File: src/rtl/uart_pkg.sv
// Shared constants, select codes and FSM encoding for the UART transmit scheduler.
package uart_pkg;

  localparam int unsigned CNT_W = 16;

  localparam logic [CNT_W-1:0] DIV_115200 = 16'd1085;
  localparam logic [CNT_W-1:0] DIV_19200  = 16'd6510;
  localparam logic [CNT_W-1:0] DIV_9600   = 16'd13021;

  localparam logic [1:0] SEL_115200 = 2'b00;
  localparam logic [1:0] SEL_19200  = 2'b01;
  localparam logic [1:0] SEL_9600   = 2'b10;

  typedef enum logic [1:0] {
    IDLE  = 2'd0,
    START = 2'd1,
    DATA  = 2'd2,
    STOP  = 2'd3
  } state_e;

  // Code 2'b11 is treated as the default 115200 rate.
  function automatic logic [CNT_W-1:0] div_of(input logic [1:0] sel);
    case (sel)
      SEL_19200: return DIV_19200;
      SEL_9600:  return DIV_9600;
      default:   return DIV_115200;
    endcase
  endfunction

endpackage

File: src/rtl/uart_bit_timer.sv
// Bit-period counter: counts 0..div-1 and pulses bit_end_o on the last count.
module uart_bit_timer
  import uart_pkg::*;
#(
  parameter int unsigned W = CNT_W
) (
  input  logic         clk_i,
  input  logic         rst_n_i,
  input  logic         clr_i,
  input  logic [W-1:0] div_i,
  output logic         bit_end_o
);

  logic [W-1:0] cnt_q;
  logic [W-1:0] cnt_d;

  assign bit_end_o = !clr_i && (cnt_q == (div_i - W'(1)));

  always_comb begin
    cnt_d = cnt_q + W'(1);
    if (clr_i || bit_end_o) cnt_d = '0;
  end

  always_ff @(posedge clk_i or negedge rst_n_i) begin
    if (!rst_n_i) cnt_q <= '0;
    else          cnt_q <= cnt_d;
  end

endmodule

File: src/rtl/uart_tx_sched.sv
// Two-requester round-robin UART 8N1 transmitter with per-frame baud selection.
module uart_tx_sched
  import uart_pkg::*;
(
  input  logic       sys_clk_i,
  input  logic       rst_n_tx,
  input  logic [1:0] div_sel_i,
  input  logic       req0_valid_i,
  input  logic [7:0] req0_data_i,
  output logic       req0_ready_o,
  input  logic       req1_valid_i,
  input  logic [7:0] req1_data_i,
  output logic       req1_ready_o,
  output logic       tx_o,
  output logic       busy_o,
  output logic       grant_id_o
);

  state_e           state_q, state_d;
  logic             tx_q, tx_d;
  logic             busy_q, busy_d;
  logic             grant_q, grant_d;
  logic             last_q, last_d;
  logic             armed_q;
  logic [7:0]       data_q, data_d;
  logic [CNT_W-1:0] div_q, div_d;
  logic [2:0]       idx_q, idx_d;
  logic             bit_end;
  logic             winner;
  logic             hs;

  uart_bit_timer #(.W(CNT_W)) u_timer (
    .clk_i     (sys_clk_i),
    .rst_n_i   (rst_n_tx),
    .clr_i     (state_q == IDLE),
    .div_i     (div_q),
    .bit_end_o (bit_end)
  );

  // A lone requester always wins; on a tie the one not served last wins.
  assign winner       = (req0_valid_i && req1_valid_i) ? !last_q : req1_valid_i;
  assign req0_ready_o = armed_q && (state_q == IDLE) && req0_valid_i && !winner;
  assign req1_ready_o = armed_q && (state_q == IDLE) && req1_valid_i &&  winner;
  assign hs           = req0_ready_o || req1_ready_o;

  always_comb begin
    state_d = state_q;
    tx_d    = tx_q;
    grant_d = grant_q;
    last_d  = last_q;
    data_d  = data_q;
    div_d   = div_q;
    idx_d   = idx_q;
    case (state_q)
      IDLE: if (hs) begin
        state_d = START;
        tx_d    = 1'b0;
        data_d  = winner ? req1_data_i : req0_data_i;
        div_d   = div_of(div_sel_i);
        grant_d = winner;
        last_d  = winner;
        idx_d   = '0;
      end
      START: if (bit_end) begin
        state_d = DATA;
        idx_d   = '0;
        tx_d    = data_q[0];
      end
      DATA: if (bit_end) begin
        if (idx_q == 3'd7) begin
          state_d = STOP;
          tx_d    = 1'b1;
        end else begin
          idx_d = idx_q + 3'd1;
          tx_d  = data_q[idx_q + 3'd1];
        end
      end
      STOP: if (bit_end) begin
        state_d = IDLE;
        tx_d    = 1'b1;
      end
      default: state_d = IDLE;
    endcase
    busy_d = (state_d != IDLE);
  end

  always_ff @(posedge sys_clk_i or negedge rst_n_tx) begin
    if (!rst_n_tx) begin
      state_q <= IDLE;
      tx_q    <= 1'b1;
      busy_q  <= 1'b0;
      grant_q <= 1'b0;
      last_q  <= 1'b1;
      armed_q <= 1'b0;
      data_q  <= '0;
      div_q   <= DIV_115200;
      idx_q   <= '0;
    end else begin
      state_q <= state_d;
      tx_q    <= tx_d;
      busy_q  <= busy_d;
      grant_q <= grant_d;
      last_q  <= last_d;
      armed_q <= 1'b1;
      data_q  <= data_d;
      div_q   <= div_d;
      idx_q   <= idx_d;
    end
  end

  assign tx_o       = tx_q;
  assign busy_o     = busy_q;
  assign grant_id_o = grant_q;

endmodule

File: config.mk
export PLATFORM = sky130hd
export DESIGN_NAME = uart_tx_sched
export DESIGN_NICKNAME = d
export VERILOG_FILES = /design/src/rtl/uart_pkg.sv /design/src/rtl/uart_bit_timer.sv /design/src/rtl/uart_tx_sched.sv
export SDC_FILE = /design/constraint.sdc
export NUM_CORES = 1
export LEC_CHECK = 0
export CORE_MARGIN = 3
export CORE_UTILIZATION = 55
export DETAILED_ROUTE_END_ITERATION = 8
export DONT_BUFFER_PORTS = 1
export MAX_ROUTING_LAYER = met4
export PLACE_DENSITY = 0.77
export SYNTH_ARGS = -nofsm -noshare
export SYNTH_HDL_FRONTEND = slang
export SYNTH_SLANG_ARGS = --single-unit
File: constraint.sdc
create_clock -name sys_clk_i -period 5.35 [get_ports sys_clk_i]
set_clock_uncertainty 0.15 [all_clocks]
set_input_delay 0.8025 -clock sys_clk_i [delete_from_list [all_inputs] [get_ports sys_clk_i]]
set_output_delay 0.8025 -clock sys_clk_i [all_outputs]
set_load 0.01 [all_outputs]
==> flow_metrics.py <==
metrics = {
    "status": {
        "status": "complete, no violations",
    },
    "clock_tree": {
        "cts_buffers": 5,
        "cts.path.max_buffers": 2,
        "htree_levels": 2,
        "cts-resized-gates": 0,
        "clock_latency_ps": 290,
        "cts.sinks": 40,
        "ctsHoldBuffers": 0,
        "post_cts_buffers": 0,
        "cts_tree": "built",
        "root_buffer": "clkbuf_8",
        "clk_pin_slew_ps": 70,
    },
    "cells_and_area": {
        "n_antenna_cell": 0,
        "final_net_count": 244,
        "layout-drive-gt1-share": 0.08372,
        "final_cell_count_no_fill": 263,
        "area_growth_pct": 5.910,
    },
    "routing": {
        "dr.first_iter.drc_count": 94,
        "wire_per_inst_um": 14.45,
        "vias_per_cell": 5.487,
        "drc": 0,
        "drtAntennaViolNets": 0,
        "drtPass1Iterations": 4,
        "routed_wl_um": 3801,
        "via_count": 1443,
    },
    "worst_setup_path": {
        "path_cells": "a21boi_1 -> and4_1",
        "cp_slowest_cell": "a21boi_1",
        "cp-start-kind": "primary input",
        "critPathTopFamily": "compound AO/OA/AOI/OAI gates",
        "path_max_fanout": 10,
        "r2r_setup_slack_ps": 2600,
        "path_buf_inv": 0,
        "path_class": "in -> out",
        "endpoint_kind": "primary output",
        "worstPathRequired_ps": 4400,
        "slowest_delay_ps": 820,
        "critPathArrivalTime_ps": 2010,
    },
    "die": {
        "initial_core_util": 0.5754,
        "die_x_um": 68.35,
        "die_h_um": 68.35,
        "ios": 27,
        "coreArea_um2": 3716,
        "die_area_um2": 4672,
        "rows": 22,
    },
    "pwr": {
        "peakVddDrop_mv": 0.1828,
        "power_leakage_nw": 1.021,
        "power.density_nw_per_um2": 227.0,
    },
    "placement": {
        "place.gp.congestion": 0.7870,
        "dp_hpwl_um": 2698,
        "dp.cells": 255,
        "io_buffers": 0,
    },
    "yosys": {
        "synth-seq-cells": 40,
        "yosysMostFrequentCell": "dfrtp_1",
        "synth_area_leaders": "dfrtp_1 41%, dfstp_2 6.1%, mux2i_1 5.6%",
        "synthArstFlopShare": 1.000,
        "syn-cell-area_um2": 2138,
        "avgSynthCellArea_um2": 10.04,
        "syn-num-nets": 243,
        "yosysSeqAreaShare": 0.4710,
        "synth_top_area_cell": "dfrtp_1",
        "synth_cell_type_count": 37,
        "synthCells": 213,
        "synth_top_area_share": 0.4096,
        "synth_edf_count": 0,
        "yosysWarnings": 0,
        "synth-main-ff-cell": "dfrtp_1",
        "synth_common_cells": "35 x dfrtp_1, 31 x nand2_1, 21 x nor2_1",
    },
    "timing": {
        "final-setup-viol-count": 0,
        "drv_slew": 0,
        "min_period_ps": 2962,
        "tightestPinTransition_ps": 1053,
        "period_share": 0.5537,
        "timing.slew.headroom": 0.2965,
        "finalSetupTns_ps": 0,
        "hold_viol_final": 0,
        "rsz0062_at_grt": "false",
        "fmax_mhz": 337.6,
    },
    "hold_path": {
        "hold_class": "in -> async",
    },
    "global_routing": {
        "grt_pass1_vias": 1345,
        "grt_use_total": 0.1907,
        "grt_pass1_wl_um": 6223,
        "grt_max_degree": 41,
        "grt_overflow": 0,
        "antenna_found_initial": 0,
    },
    "job": {
        "drv_cap": 0,
    },
}
==> per-layer routing <==
layer,part of all wire,vias to the layer above,GRT usage
met5,0,-,-
met2,0.45,21,0.2635
met1,0.49,686,0.2548
li1,-,728,-
met3,0.037,8,0.06076
met4,0.018,0,0.08685
==> metrics by stage <==
stage	hold slack [ps]	power, mW	setup slack, ps	utilization	instance area [um^2]
after global routing	29.43	0.5322	2236	0.6094	2265
final	46.99	0.5140	2388	0.6094	2265
after detailed placement	311.8	0.3172	2370	0.5852	2175
after global placement	308.8	0.3166	2441	0.5852	2175
after floorplan	294.6	0.3156	2711	-	2138
after CTS	39.32	0.5204	2373	0.6094	2265
==> final cells by class <==
cell class | count | area (um^2)
inverter | 7 | 26.28
clock buffer | 8 | 90.09
timing repair buffer | 1 | 7.507
fill | 315 | 1451
sequential | 40 | 1007
tap | 48 | 60.06
multi-input combinational | 159 | 1074
==> placed cells by master (no fill, tap or decap), drive strengths merged, types with 3 or more instances in the layout <==
cell type  synthesis  layout
a21o               3       3
nor2              21      21
ha                 8       8
dfrtp             35      35
xor2              10      10
dfstp              5       5
o21ai             15      15
nand4              5       5
inv                7       7
nor3               6       6
nand2             31      31
and2               3       3
and3               4       4
mux2i             12      12
nand3              8       8
clkbuf             4       8
xnor2             13      13
==> worst paths after layout <==
check,start,end,cells after the start
max reg2reg,div_q[4],idx_q[0],7
max in group asynchronous,rst_n_tx,div_q[5],0
min,rst_n_tx,u_timer.cnt_q[3],0
min in group sys_clk_i,div_q[10],div_q[10],2
max,req1_valid_i,req1_ready_o,2
min reg2reg,div_q[10],div_q[10],2
==> state kept, by name, indices dropped and copies added, names as in the netlist <==
register,flops
state_q,2
idx_q,3
data_q,8
busy_o,1
tx_o,1
u_timer.cnt_q,16
armed_q,1
last_q,1
div_q,6
grant_id_o,1
==> report_power, final <==
group          internal, mW  leakage [nW]  switching, mW
clock                 0.105        0.0455         0.0976
sequential            0.303         0.503       0.000541
combinational       0.00405         0.472        0.00385
==> logic make-up (layout without fill, tap and decap cells) <==
family | after synthesis | count (layout) | share of synthesized area
other cells | 1 | 1 | 0.001754
buf+inv | 14 | 16 | 0.02691
flops | 40 | 40 | 0.4710
mux | 14 | 14 | 0.07724
compound gates | 30 | 30 | 0.09597
xor+xnor | 23 | 23 | 0.09421
simple gates | 83 | 83 | 0.1861
fa+ha+maj | 8 | 8 | 0.04681
No activity file was read; power rests on OpenSTA's default activity.
